===== config.mk =====
export PLATFORM = sky130hd
export DESIGN_NAME = wb_regfile
export DESIGN_NICKNAME = d
export VERILOG_FILES = /design/src/rtl/rv_pkg.sv /design/src/rtl/regfile_bank.sv /design/src/rtl/wb_regfile.sv
export SDC_FILE = /design/constraint.sdc
export NUM_CORES = 2
export LEC_CHECK = 0
export ABC_AREA = 0
export BUFFER_PORTS_ARGS = -buffer_cell sky130_fd_sc_hd__buf_2
export CORE_UTILIZATION = 60
export CTS_CLUSTER_DIAMETER = 100
export DETAILED_ROUTE_END_ITERATION = 8
export GPL_TIMING_DRIVEN = 0
export HOLD_SLACK_MARGIN = 0.03
export PLACE_DENSITY = 0.86
export SETUP_SLACK_MARGIN = 0.05
export SLEW_MARGIN = 40
export SYNTH_ARGS = -nofsm -noshare
export SYNTH_HDL_FRONTEND = slang
export SYNTH_HIERARCHICAL = 1
export SYNTH_SLANG_ARGS = --single-unit

===== constraint.sdc =====
create_clock -name clk -period 79 [get_ports clk]
set_clock_uncertainty 0.15 [all_clocks]
set_input_delay 15.8 -clock clk [delete_from_list [all_inputs] [get_ports clk]]
set_output_delay 15.8 -clock clk [all_outputs]
set_load 0.05 [all_outputs]

===== src/rtl/rv_pkg.sv =====
// Shared integer-pipeline definitions: datapath width, opcode encodings and
// the rule for which opcodes produce a destination-register result.
package rv_pkg;

    localparam int XLEN = 32;

    localparam logic [6:0] OPC_LUI    = 7'b0110111;
    localparam logic [6:0] OPC_AUIPC  = 7'b0010111;
    localparam logic [6:0] OPC_JAL    = 7'b1101111;
    localparam logic [6:0] OPC_JALR   = 7'b1100111;
    localparam logic [6:0] OPC_LOAD   = 7'b0000011;
    localparam logic [6:0] OPC_OPIMM  = 7'b0010011;
    localparam logic [6:0] OPC_OP     = 7'b0110011;
    localparam logic [6:0] OPC_STORE  = 7'b0100011;
    localparam logic [6:0] OPC_BRANCH = 7'b1100011;
    localparam logic [6:0] OPC_SYSTEM = 7'b1110011;
    localparam logic [6:0] OPC_BUBBLE = 7'b0000000;

    // True only for opcodes whose result is architecturally written to rd.
    function automatic logic opcode_writes_rd(input logic [6:0] opcode);
        logic writes;
        case (opcode)
            OPC_LUI, OPC_AUIPC, OPC_JAL, OPC_JALR,
            OPC_LOAD, OPC_OPIMM, OPC_OP: writes = 1'b1;
            default:                     writes = 1'b0;
        endcase
        return writes;
    endfunction

endpackage


===== src/rtl/regfile_bank.sv =====
// Architectural register storage: asynchronously cleared array with one
// synchronous write port and two raw combinational read ports.
module regfile_bank
    import rv_pkg::*;
#(
    parameter int DATA_W = rv_pkg::XLEN,
    parameter int NREGS  = 32
) (
    input  logic              clk,
    input  logic              rst,
    input  logic              we,
    input  logic [4:0]        waddr,
    input  logic [DATA_W-1:0] wdata,
    input  logic [4:0]        raddr1,
    input  logic [4:0]        raddr2,
    output logic [DATA_W-1:0] rdata1,
    output logic [DATA_W-1:0] rdata2
);

    logic [DATA_W-1:0] regs [NREGS];

    // Entry 0 is cleared by reset and never written, so it always reads zero.
    always_ff @(posedge clk or posedge rst) begin
        if (rst) begin
            for (int i = 0; i < NREGS; i++) begin
                regs[i] <= '0;
            end
        end else if (we && waddr != 5'd0) begin
            regs[waddr] <= wdata;
        end
    end

    assign rdata1 = regs[raddr1];
    assign rdata2 = regs[raddr2];

endmodule


===== src/rtl/wb_regfile.sv =====
// Writeback stage: qualifies MEM/WB results, commits them to the register
// file, bypasses same-cycle writes to decode and tracks retirement/errors.
module wb_regfile
    import rv_pkg::*;
#(
    parameter int XLEN  = rv_pkg::XLEN,
    parameter int NREGS = 32,
    parameter int CNT_W = 64
) (
    input  logic             clk,
    input  logic             rst,
    input  logic [XLEN-1:0]  wb_data_in,
    input  logic             wb_store_reg_in,
    input  logic [4:0]       wb_rd_in,
    input  logic [6:0]       wb_opcode_in,
    input  logic [4:0]       rs1_addr,
    input  logic [4:0]       rs2_addr,
    output logic [XLEN-1:0]  rs1_data,
    output logic [XLEN-1:0]  rs2_data,
    output logic [CNT_W-1:0] instret,
    output logic             wb_illegal,
    output logic [4:0]       last_rd
);

    logic            opc_writes;
    logic            retire;
    logic            illegal_req;
    logic            we;
    logic [XLEN-1:0] bank_rs1;
    logic [XLEN-1:0] bank_rs2;

    // Reset also masks the bypass so a write pending during reset is never seen.
    assign opc_writes  = opcode_writes_rd(wb_opcode_in);
    assign retire      = (wb_opcode_in != OPC_BUBBLE);
    assign illegal_req = wb_store_reg_in && retire && !opc_writes;
    assign we          = wb_store_reg_in && opc_writes && (wb_rd_in != 5'd0) && !rst;

    regfile_bank #(
        .DATA_W (XLEN),
        .NREGS  (NREGS)
    ) u_bank (
        .clk    (clk),
        .rst    (rst),
        .we     (we),
        .waddr  (wb_rd_in),
        .wdata  (wb_data_in),
        .raddr1 (rs1_addr),
        .raddr2 (rs2_addr),
        .rdata1 (bank_rs1),
        .rdata2 (bank_rs2)
    );

    always_comb begin
        rs1_data = bank_rs1;
        rs2_data = bank_rs2;
        if (rs1_addr == 5'd0) begin
            rs1_data = '0;
        end else if (we && rs1_addr == wb_rd_in) begin
            rs1_data = wb_data_in;
        end
        if (rs2_addr == 5'd0) begin
            rs2_data = '0;
        end else if (we && rs2_addr == wb_rd_in) begin
            rs2_data = wb_data_in;
        end
    end

    // Illegal and x0-destined instructions still retire; only bubbles do not.
    always_ff @(posedge clk or posedge rst) begin
        if (rst) begin
            instret    <= '0;
            wb_illegal <= 1'b0;
            last_rd    <= 5'd0;
        end else begin
            if (retire) begin
                instret <= instret + CNT_W'(1);
            end
            if (illegal_req) begin
                wb_illegal <= 1'b1;
            end
            if (we) begin
                last_rd <= wb_rd_in;
            end
        end
    end

endmodule


==> results.md <==
* Pwr Density at around 20 nW/um^2
* Met2 global-route usage at 64.3%
* Hold wc startpoint: wb_illegal
* Worst-path clk slew at 0.06 ns
* Syn-to-layout area delta at 11.8%
* Number of enable flip-flop cells after synthesis at 0
* CTS tree: built
* Top cell by count, worst path: buf_2
* Storage element area at ~27000 um^2
* Routed wire length at around 230000 um
* Most numerous cell in the Yosys netlist: dfrtp_1
* Floorplan die height at 320 um
* Global-route layer with the greatest usage: met2
* Final Instance Count excl. Fillers at a little under 7000
* Number of standard cells after synthesis at just over 5000
* Met3 demand-to-capacity share in global routing at about an eighth
* Port Buf Inserts at 190
* Crit path DAT at between 15 and 20 ns
* Sink count of the clock tree at around 1100
* Non-Filler Cell Area, Final at just under 70000 um^2
* Starting density of the core at between 60% and 70%
* Share of synthesized registers carrying an async set or reset at 100%
* Number of global-route vias before repair at between 40000 and 50000
* Flop and latch count out of synthesis at 1094
* List of cells traversed by the critical path: buf_2 > xor2_1 > nor2_1 > and4_1 > clkbuf_1 > buf_1 > nand3_1 > a21boi_1 > buf_2
* Final Wtd Congestion at ~1.0
* Htree depth at 3
* Wire length of the first global-routing pass at 331000 um
* Combined area of the multi-input logic cells at 30700 um^2
* R2r startpoint: instret[0]
* Insertion delay of the later-clocked pin in the worst-skew pair at about 0.74 ns
* Overflow left after global routing at 0
* Relative slew slack at 34.2%
* Share of the synthesized area in the top cell type at between 40 and 50%
* Top post-synthesis cells by count: dfrtp_1, mux2i_1, mux2_2, nand3_1, clkbuf_1
* Setup slack on the worst flop-to-flop path at 76.38 ns
* Area inside the core boundary at between 100000 and 150000 um^2
* Die width at between 300 and 400 um
* Number of vias after detailed routing at slightly below 50000
* Final Worst Setup Slack at 43.54 ns
* Classification of the worst setup path: input port to primary output
* Warning count from the yosys run at 6
* Share of the clock period used by the worst path after layout at 44.9%
* Crit path max-delay cell type: clkbuf_1
* Maximum resistive drop on vdd at approximately 0.025 mV
* Mean routed wirelength per cell at 33.9 um
* Number of cells on the worst reg-to-reg path at 6
* Post CTS Setup Buffer Count at 0
* Maximum clock insertion buffer count at 3
* Number of placement rows at 116
* Cell area reported after detailed placement at around 64000 um^2
* Outcome: complete, no violations
* Required time at the worst-slack endpoint at about 63 ns
* Share of layout cells above drive strength 1 at 29.8%
* TritonRoute pass-1 iters at 6
* Global routing met1 resource utilization at 57.7%
* Master cell of the clock root buffer: clkbuf_16
* Post-layout nets at approximately 5500
* Post-synthesis net count at ~5200
* Cells taking the most area after synthesis: dfrtp_1, mux2_2, mux2i_1
* Layout filler cell count at around 7500
* Startpoint type of the worst setup path: input port
* Max-Cap Viols at 0
* Reported leakage power at around 0.034 uW
* Setup slack at placement at 43.68 ns
* Min-delay worst type: flop to flop
* Number of cells upsized or downsized after cts at 0
* Worst-case hold path end point: wb_illegal
* Num CTS Buffers at 115
* Delay contributed by the slowest stage of the critical path at ~0.7 ns
* WHS Path Cells at 1
* Cts hold-fix bufs at 0
* Highest clock frequency the design can meet at 28.2 MHz
* Worst Tran Pin Value at just under 1 ns
* Syn Area/Cell at roughly 12 um^2
* Sequential element share of the synthesized area at 45.1%
* Initial drt markers at between 6000 and 7000
* Die outline area at 102000 um^2
* Antenna violations before repair at 11
* GRT Resource Usage Total at 45.1%
* Netlist area before placement at roughly 61000 um^2
* Antenna-violating nets left at 0
* Largest net degree at the start of global routing at 80
* Cell count after placement at around 6700
* Maximum fanout encountered on the critical timing path at 12
* Crit Reg-Reg Endpoint: instret[56]
* Post-DP HPWL at ~180000 um
* Leading register cell type out of synthesis: dfrtp_1
* I/O pin count at approximately 190
* Netlist cell types at 56
* Worst Setup End Kind: primary output
* DRC violations left at 0
* Leading area contributor after synthesis: dfrtp_1
* Period minus WS final at roughly 35 ns
* Final Hold Violating Endpoints at 0
* Vias per cell at about 7
* Final hold slack at about 0.33 ns
* Final setup violation count at 0
* Setup TNS after final layout at 0 ns
* Pins over their slew limit at 0
* RSZ-0062 raised after global routing: no
==> stage by stage <==
stage / utilization [%] / total power (uW)
after global routing: 67.7 / 1370
after CTS: 67.7 / 1330
after floorplan: - / 701
final: 67.7 / 1340
after global placement: 63.2 / 766
after detailed placement: 63.7 / 771
==> metal layers <==
metal	vias up	part of all wire (%)
li1	19700	-
met1	24600	38
met2	3100	42
met3	785	11
met4	8	9.7
met5	-	0.024
==> state kept, by name (all words and copies together) (netlist names) <==
signal,flops
wb_illegal,1
instret,64
last_rd,5
u_bank/regs,1024
==> report_power, final <==
group	internal [uW]	leakage [uW]	total [uW]	switching, uW
Clock	335	0.00197	570	235
Sequential	572	0.0152	583	10.8
Combinational	52.0	0.0168	186	134
==> worst max path at each step <==
stage | to | depth (start not counted) | from
final | rs1_data[16] | 9 | wb_rd_in[3]
after global routing | rs1_data[16] | 9 | wb_rd_in[3]
after CTS | rs1_data[16] | 9 | wb_rd_in[3]
after detailed placement | rs1_data[16] | 9 | wb_rd_in[3]
after global placement | u_bank/regs[131] | 2 | rst
after floorplan | u_bank/regs[0] | 1 | rst
==> critical path: cells and delay by family <==
family	cells	cell delay [ns]
compound gates	1	0.63
buf+inv	4	2.11
xor+xnor	1	0.12
simple gates	3	0.83
==> cell families after synthesis <==
family | share of synthesized area (%)
xor gates and xnor gates | 1.07
muxes | 35.3
AOI/OAI and AO/OA | 7.88
adders and majority gates | 0.0206
buffers and inverters | 4.42
and+or+nand+nor | 6.22
DFF | 45.1
==> final cells by class <==
class,instances,area share (%)
Multi-Input combinational cell,3551,45.2
Sequential cell,1094,40.3
Clock buffer,177,5.19
Buffer,511,3.99
Tap cell,1298,2.39
Timing Repair Buffer,210,2.13
Clock inverter,36,0.660
Inverter,7,0.0572
Antenna cell,4,0.0148
==> cell usage in the layout (no fill, tap or decap), drive strengths merged, types with 2 or more instances in the layout <==
master,count
a21boi,65
a21oi,194
a22o,128
a22oi,192
a31oi,64
and2,6
and3,15
and4,11
buf,461
bufinv,9
clkbuf,437
clkinv,22
clkinvlp,2
dfrtp,1094
diode,4
inv,10
mux2,993
mux2i,1024
nand2,254
nand2b,5
nand3,284
nand3b,4
nand4,24
nor2,36
nor2b,5
nor3,82
nor3b,4
nor4,7
o21ai,65
or2,3
or3,4
xnor2,41
xor2,32
(Power assumes the default switching activity.)
